### config.mk
export PLATFORM = sky130hd
export DESIGN_NAME = mips_seq_alu
export DESIGN_NICKNAME = d
export VERILOG_FILES = /design/src/rtl/mips_seq_alu.sv
export SDC_FILE = /design/constraint.sdc
export NUM_CORES = 1
export LEC_CHECK = 0
export ABC_AREA = 1
export CORE_ASPECT_RATIO = 0.7
export CORE_MARGIN = 5
export CORE_UTILIZATION = 40
export DETAILED_ROUTE_END_ITERATION = 6
export HOLD_SLACK_MARGIN = 0.05
export PLACE_DENSITY = 0.58
export SLEW_MARGIN = 10
export SYNTH_ARGS = -nofsm -noshare
export SYNTH_HDL_FRONTEND = slang
export SYNTH_SLANG_ARGS = --single-unit
### constraint.sdc
create_clock -name clk -period 3.1 [get_ports clk]
set_input_delay 0.31 -clock clk [delete_from_list [all_inputs] [get_ports clk]]
set_output_delay 0.31 -clock clk [all_outputs]
set_load 0.005 [all_outputs]
### src/rtl/mips_seq_alu.sv
// rtl/mips_seq_alu.sv - registered execute-stage ALU with an iterative shift-add MUL.
// Optional build macro MIPS_ALU_RADIX4_MUL_EN retires two multiplier bits per cycle.
module mips_seq_alu #(
  parameter int WIDTH = 32
) (
  input  logic             clk,
  input  logic             rst,
  input  logic             start,
  input  logic [2:0]       ALUControl,
  input  logic [WIDTH-1:0] SrcA,
  input  logic [WIDTH-1:0] SrcB,
  output logic [WIDTH-1:0] ALUResult,
  output logic             Zero,
  output logic             busy,
  output logic             done
);

  typedef enum logic {S_IDLE, S_MUL} state_t;

  localparam int CW = $clog2(WIDTH);
`ifdef MIPS_ALU_RADIX4_MUL_EN
  localparam int             SHIFT = 2;
  localparam logic [CW-1:0]  LAST  = CW'(WIDTH/2 - 1);
`else
  localparam int             SHIFT = 1;
  localparam logic [CW-1:0]  LAST  = CW'(WIDTH - 1);
`endif

  state_t           state_q, state_d;
  logic [WIDTH-1:0] result_q, result_d;
  logic             zero_q, zero_d;
  logic             done_q, done_d;
  logic [WIDTH-1:0] mcand_q, mcand_d;
  logic [WIDTH-1:0] mplier_q, mplier_d;
  logic [WIDTH-1:0] acc_q, acc_d;
  logic [CW-1:0]    cnt_q, cnt_d;

  logic [WIDTH-1:0] alu_out;
  logic [WIDTH-1:0] partial;
  logic [WIDTH-1:0] acc_sum;

  // 011 and 111 fall into the ADD default; 101 is handled by the MUL path
  always_comb begin
    alu_out = SrcA + SrcB;
    case (ALUControl)
      3'b000:  alu_out = SrcA & SrcB;
      3'b001:  alu_out = SrcA | SrcB;
      3'b100:  alu_out = SrcA - SrcB;
      3'b110:  alu_out = {{(WIDTH-1){1'b0}}, ($signed(SrcA) < $signed(SrcB))};
      default: alu_out = SrcA + SrcB;
    endcase
  end

  always_comb begin
`ifdef MIPS_ALU_RADIX4_MUL_EN
    partial = (mplier_q[0] ? mcand_q : '0) + (mplier_q[1] ? (mcand_q << 1) : '0);
`else
    partial = mplier_q[0] ? mcand_q : '0;
`endif
    acc_sum = acc_q + partial;
  end

  always_comb begin
    state_d  = state_q;
    result_d = result_q;
    zero_d   = zero_q;
    done_d   = 1'b0;
    mcand_d  = mcand_q;
    mplier_d = mplier_q;
    acc_d    = acc_q;
    cnt_d    = cnt_q;
    case (state_q)
      S_IDLE: begin
        if (start) begin
          if (ALUControl == 3'b101) begin
            mcand_d  = SrcA;
            mplier_d = SrcB;
            acc_d    = '0;
            cnt_d    = '0;
            state_d  = S_MUL;
          end else begin
            result_d = alu_out;
            zero_d   = (alu_out == '0);
            done_d   = 1'b1;
          end
        end
      end
      S_MUL: begin
        acc_d    = acc_sum;
        mcand_d  = mcand_q << SHIFT;
        mplier_d = mplier_q >> SHIFT;
        cnt_d    = cnt_q + CW'(1);
        if (cnt_q == LAST) begin
          result_d = acc_sum;
          zero_d   = (acc_sum == '0);
          done_d   = 1'b1;
          state_d  = S_IDLE;
        end
      end
      default: state_d = S_IDLE;
    endcase
  end

  always_ff @(posedge clk) begin
    if (rst) begin
      state_q  <= S_IDLE;
      result_q <= '0;
      zero_q   <= 1'b1;
      done_q   <= 1'b0;
      mcand_q  <= '0;
      mplier_q <= '0;
      acc_q    <= '0;
      cnt_q    <= '0;
    end else begin
      state_q  <= state_d;
      result_q <= result_d;
      zero_q   <= zero_d;
      done_q   <= done_d;
      mcand_q  <= mcand_d;
      mplier_q <= mplier_d;
      acc_q    <= acc_d;
      cnt_q    <= cnt_d;
    end
  end

  assign ALUResult = result_q;
  assign Zero      = zero_q;
  assign busy      = (state_q == S_MUL);
  assign done      = done_q;

endmodule

==> flow_summary.toml, run 1 <==
[timing]
fin_tns_setup_ns = 0
hold_viol_final = 0
finalCritPeriodShare_pct = 96.5
max_freq_ghz = 0.334
min_period_ns = 2.99
worst_clock_skew_ns = 0.0163
slew_viol_final = 0
maxSlewHeadroom_pct = 30.5
hold_ws_ns = 0.286
finalSetupViolCount = 0
worst_slew_pin_slew_ns = 1.04

[die]
die_y_um = 164
pin_count = 105
die_w_um = 230
fp.coreArea_mm2 = 0.0334
start_util_pct = 40.5
dieArea_mm2 = 0.0377
rows = 56

[yosys]
synth_warnings = 0
ys_types = 41
yosysMostFrequentCell = "nand2_1"
synth_area_leaders = "nand2_1, dfxtp_1, ha_1, inv_1, nand3_1"
synth-main-ff-cell = "dfxtp_1"
async_flop_share_pct = 0
syn_area_mm2 = 0.0135
yosys.area.top_type_share_pct = 21.9
synth-seq-area-share_pct = 20.1
synth_commonest_cells = "nand2_1, inv_1, nor2_1"
synth_top_area_cell = "nand2_1"
synth-seq-cells = 136
syn_nets = 2554
synth-edff-count = 0
synthCells = 2352
syn_area_per_cell_um2 = 5.76

[place]
placed_cell_area_mm2 = 0.0175
gp_congestion = 1.02
place_inst = 3166
port_buffers = 104
dp.final_hpwl_mm = 49.0

[grt]
track_usage_pct = 30.6
gr-total-overflow = 0
grt_pass1_vias = 15600
grt_max_degree = 100
grt_pass1_wl_mm = 89.7
antenna_found_initial = 1

[finish]
fillers = 3534
fin_cells = 3204
final_area_mm2 = 0.0185
nets = 2957
synthToLayoutAreaGrowth_pct = 36.5
drive_gt1_share_pct = 19.0

[critical_path]
critical_path_class = "primary input to register"
cp_data_required_time_ns = 3.48
r2r_setup_slack_ns = 0.18
cpPeakStageDelay_ns = 0.54
cp_cell_sequence = "clkdlybuf4s50_1 > inv_1 > ha_1 > inv_1 > nand2_1 > nor2_1 > nand2_1 > inv_1 > o21ai_0 > nand3b_1 > nand2_1 > nand3_1 > nand3_1 > nor2_2 > nand2_1 > nor2_1 > nand2_1 > nand2_1 > nand2_1 > nand2_1"
crit_top_cell = "nand2_1"
slowest_stage = "clkdlybuf4s50_1"
start_kind = "primary input"
arrival_ns = 3.37
cp_max_fo = 4
worstRegToRegCells = 21
crit_buf_inv = 4
path_depth = 20
cpLargestDelayFamily = "simple AND/OR/NAND/NOR gates"
end_kind = "register"

[status]
status = "finished clean"

[job]
max_cap_violations = 0

[pwr]
peakVddDrop_v = 0.000335
power_density_mw_per_mm2 = 338
p_leak_nw = 9.20
power_mw = 6.25

[route]
drt_iter0_drc = 1627
drt_wl_total_mm = 59.9
num_vias = 16900
ant_nets = 0
viasPerCell = 5.26
post-route-drc-count = 0
wl_per_cell_um = 18.7
drt_first_pass_iters = 5

[hold_path]
hp-class = "primary input to register"
hold_depth = 2

[cts]
worstSkewPairLatency_ns = 0.44
clockBufferDepth = 2
numCtsBuffers = 17
tritoncts = "done"
path_clk_slew_ns = 0.07
h-tree-depth = 4
holdBufCountCts = 0
cts_root_buf = "clkbuf_16"
clock_sinks = 136
==> power by group <==
part	switching [mW]	internal, mW
logic	1.27	0.957
clock network	0.942	1.22
registers	0.0471	1.81
==> stage by stage <==
step / utilization [%] / worst slack [ns]
after floorplan: - / 0.555
after global placement: 52.3 / -0.461
after detailed placement: 52.3 / -0.501
after CTS: 54.1 / 0.00743
after global routing: 55.3 / -0.0683
final: 55.3 / 0.109
==> cells in the final DEF, fill, tap and decap left out, types with 12 or more instances in the layout <==
cell,count
a21oi_2,21
inv_2,13
nor2_2,29
nand2_1,775
a31oi_1,87
ha_1,116
dfxtp_1,134
nand2_2,18
nand3b_1,17
nand4_1,24
nor2_1,176
o21ai_0,94
nor3_1,20
a21oi_1,130
inv_1,318
o22ai_1,12
buf_4,357
nand3_1,179
nand3_2,12
clkdlybuf4s50_1,99
clkbuf_16,17
==> path summary, 6_finish.rpt <==
path | start | endpoint
worst min-delay path | rst | mplier_q[31]
worst max register to register | mplier_q[0] | Zero
worst max-delay path | SrcB[21] | Zero
worst min register to register | mplier_q[1] | mplier_q[0]
==> registers in the layout, summed over array words and instances, names as in the netlist <==
register	cells
busy	1
ALUResult	32
acc_q	32
cnt_q	5
mcand_q	32
Zero	1
done	1
mplier_q	32
==> repair_timing <==
action / CTS / global route
setup buffers: 0 / 5
setup endpoints to repair: 1 / 11
gates resized for setup: 1 / 105
pin swaps: 0 / 10
==> cell families (layout without fill, tap and decap cells) <==
group / Yosys count / in the layout / share of synthesized area, %
AOI/OAI and AO/OA: 387 / 387 / 16.0
xor gates and xnor gates: 12 / 12 / 0.776
adders and majority gates: 132 / 132 / 12.4
buffers and inverters: 412 / 828 / 12.0
DFF: 136 / 136 / 20.1
other: 0 / 1 / 0
and+or+nand+nor: 1273 / 1273 / 38.8
==> layer usage <==
layer	GRT usage [%]	vias up	wire length [um]
li1	-	8378	-
met1	43.9	7779	28400
met2	47.8	625	25300
met3	4.22	81	4310
met4	9.56	0	1820
met5	0	-	0
==> cell type report <==
| class | count | area, um2 | share of cell area [%] |
|---|---|---|---|
| Clock inverter | 15 | 183 | 0.988 |
| Timing Repair Buffer | 465 | 3800 | 20.6 |
| Multi-Input combinational cell | 1804 | 9560 | 51.7 |
| Clock buffer | 17 | 425 | 2.30 |
| Sequential cell | 136 | 2730 | 14.8 |
| Tap cell | 435 | 544 | 2.94 |
| Antenna cell | 1 | 2.50 | 0.0135 |
| Inverter | 331 | 1240 | 6.72 |
==> worst register-to-register path, cell delays in order, from the launching register on <==
cell     delay [ns]
dfxtp_2        0.34
buf_4          0.16
nand2_1        0.09
inv_1          0.05
ha_1           0.37
nand2_1        0.15
nor2_2         0.18
buf_4          0.14
nand3_1        0.10
nand3_1        0.14
nand2_1        0.11
nand2_1        0.07
nand2_1        0.06
nand2_1        0.06
nand2_1        0.05
nor2_1         0.21
nand4_1        0.15
nor2_1         0.10
nand3_1        0.12
nand2_1        0.09
nand2_1        0.05
nand2_1        0.07
No activity file was read; power rests on OpenSTA's default activity.
==> inputs of run 2 (changes only) <==
- CTS_BUF_LIST: unset -> sky130_fd_sc_hd__clkbuf_4 sky130_fd_sc_hd__clkbuf_8
==> flow_summary.toml, run 2 (same netlist as run 1, synthesis figures left out) <==
[critical_path]
critical_path_class = "primary input to register"
end_kind = "register"
crit_top_cell = "nand2_1"
r2r_setup_slack_ns = 0.18
cp_data_required_time_ns = 3.51
cpPeakStageDelay_ns = 0.51
cp_max_fo = 5
r2r_start = "mplier_q[0]"
cp_cell_sequence = "clkdlybuf4s50_1 > inv_1 > ha_1 > nor2_2 > inv_1 > nor2_1 > nand2_1 > inv_1 > o21ai_0 > nand3b_1 > nand2_1 > nand3_1 > nand3_1 > nor2_2 > nand2_1 > nor2_1 > nand2_1 > nand2_1 > nand2_1 > nand2_1"
endpoint = "Zero"
arrival_ns = 3.47
critPathLaunch = "SrcA[23]"
r2r_end = "Zero"
worstRegToRegCells = 21
start_kind = "primary input"
slowest_stage = "clkdlybuf4s50_1"

[timing]
min_period_ns = 3.06
hold_viol_final = 0
worst_clock_skew_ns = 0.0223
max_freq_ghz = 0.327
maxSlewHeadroom_pct = 30.8
slew_viol_final = 0
fin_ws_ns = 0.0387
worst_slew_pin_slew_ns = 1.04
finalSetupViolCount = 0
finalCritPeriodShare_pct = 98.8

[route]
drt_first_pass_iters = 5
drt_wl_total_mm = 59.8
wl_per_cell_um = 18.7
num_vias = 16900
ant_nets = 0
post-route-drc-count = 0
drt_iter0_drc = 1808
viasPerCell = 5.27

[finish]
nets = 2956
drive_gt1_share_pct = 18.6
final_common_cell = "nand2_1"
synthToLayoutAreaGrowth_pct = 34.7
fin_util_pct = 54.6
mostFrequentLayoutCells = "nand2_1, buf_4, inv_1, nand3_1, nor2_1"
fin_cells = 3203
final_area_mm2 = 0.0182

[place]
port_buffers = 104
dp_slack_ns = -0.501
place_inst = 3166
gp_congestion = 1.02
dp.final_hpwl_mm = 49.0
placed_cell_area_mm2 = 0.0175

[pwr]
switching_share_pct = 38.3
p_int_mw = 3.51
netSwitchingPower_mw = 2.18
pwr-share-seq_pct = 32.6
p_leak_nw = 9.09
pwr-share-comb_pct = 38.8
power_density_mw_per_mm2 = 312
clock_power_share_pct = 28.5
power_mw = 5.69
peakVddDrop_v = 0.000200

[cts]
cts_root_buf = "clkbuf_8"
clockBufferDepth = 2
worstSkewPairLatency_ns = 0.48
holdBufCountCts = 0
numCtsBuffers = 17
tritoncts = "done"
h-tree-depth = 4
clock_sinks = 136
path_clk_slew_ns = 0.10

[job]
max_cap_violations = 0

[grt]
gr-total-overflow = 0
grt_max_degree = 100
grt_pass1_wl_mm = 89.7
grt_pass1_vias = 15600
antenna_found_initial = 1
track_usage_pct = 30.6

[hold_path]
hp-class = "primary input to register"

[die]
rows = 56
dieArea_mm2 = 0.0377
start_util_pct = 40.5
die_w_um = 230
pin_count = 105
die_y_um = 164
fp.coreArea_mm2 = 0.0334

[status]
status = "finished clean"
-- run 2: cell count changes in the layout (fill, tap and decap cells not counted), moves of 3 or more --
cell	before	now
clkbuf_8	0	17
ha_1	116	119
clkbuf_16	17	0
nand2_1	775	778
-- run 2: timing repair --
action,in CTS,in global routing
endpoints found under the setup margin,0,10
gates resized for setup,0,95
setup buffers,0,4
-- run 2: layout make-up --
| cell class | count | area [um2] |
|---|---|---|
| antenna | 1 | 2.50 |
| clock buffer | 17 | 234 |
| clock inverter | 15 | 183 |
| fill | 3560 | 15200 |
| inverter | 331 | 1240 |
| multi-input combinational | 1804 | 9510 |
| sequential | 136 | 2730 |
| tap | 435 | 544 |
| timing repair buffer | 464 | 3790 |
-- run 2: power by group through the flow --
stage / Combinational (mW) / Sequential [mW] / Clock [mW]
finish: 2.21 / 1.86 / 1.62
global route: 2.38 / 1.86 / 1.73
CTS: 2.15 / 1.85 / 1.66
detailed placement: 2.14 / 1.89 / 0
global placement: 2.14 / 1.89 / 0
floorplan: 0.991 / 1.88 / 0
-- run 2: metal layers --
| layer | GRT usage (%) | part of all wire (%) | up-vias |
|---|---|---|---|
| met3 | 4.20 | 7.1 | 72 |
| met1 | 43.9 | 48 | 7808 |
| met4 | 9.67 | 2.9 | 0 |
| li1 | - | - | 8379 |
| met2 | 47.7 | 42 | 620 |
| met5 | 0 | 0 | - |
-- run 2: metrics by stage --
stage,hold WS [ns],TNS (ns)
2_1_floorplan,0.440,0
3_3_place_gp,0.453,-2.01
3_5_place_dp,0.461,-2.43
4_1_cts,0.204,0
5_1_grt,0.240,-0.0137
6_report,0.244,0
-- run 2: how the worst min path moves through the flow --
stage / start / end / slack, ns / cells past startpoint
after floorplan: mplier_q[31] / mplier_q[31] / 0.44 / 2
after global placement: mplier_q[31] / mplier_q[31] / 0.45 / 2
after detailed placement: acc_q[28] / acc_q[28] / 0.46 / 2
after CTS: rst / acc_q[28] / 0.20 / 2
after global routing: rst / acc_q[26] / 0.24 / 2
final: rst / mplier_q[31] / 0.24 / 2
-- run 2: critical path: cells and delay by family --
family          cells  cell delay [ns]
compound gates      1             0.19
buf+inv             4             0.81
fa+ha+maj           1             0.43
simple gates       14             1.71
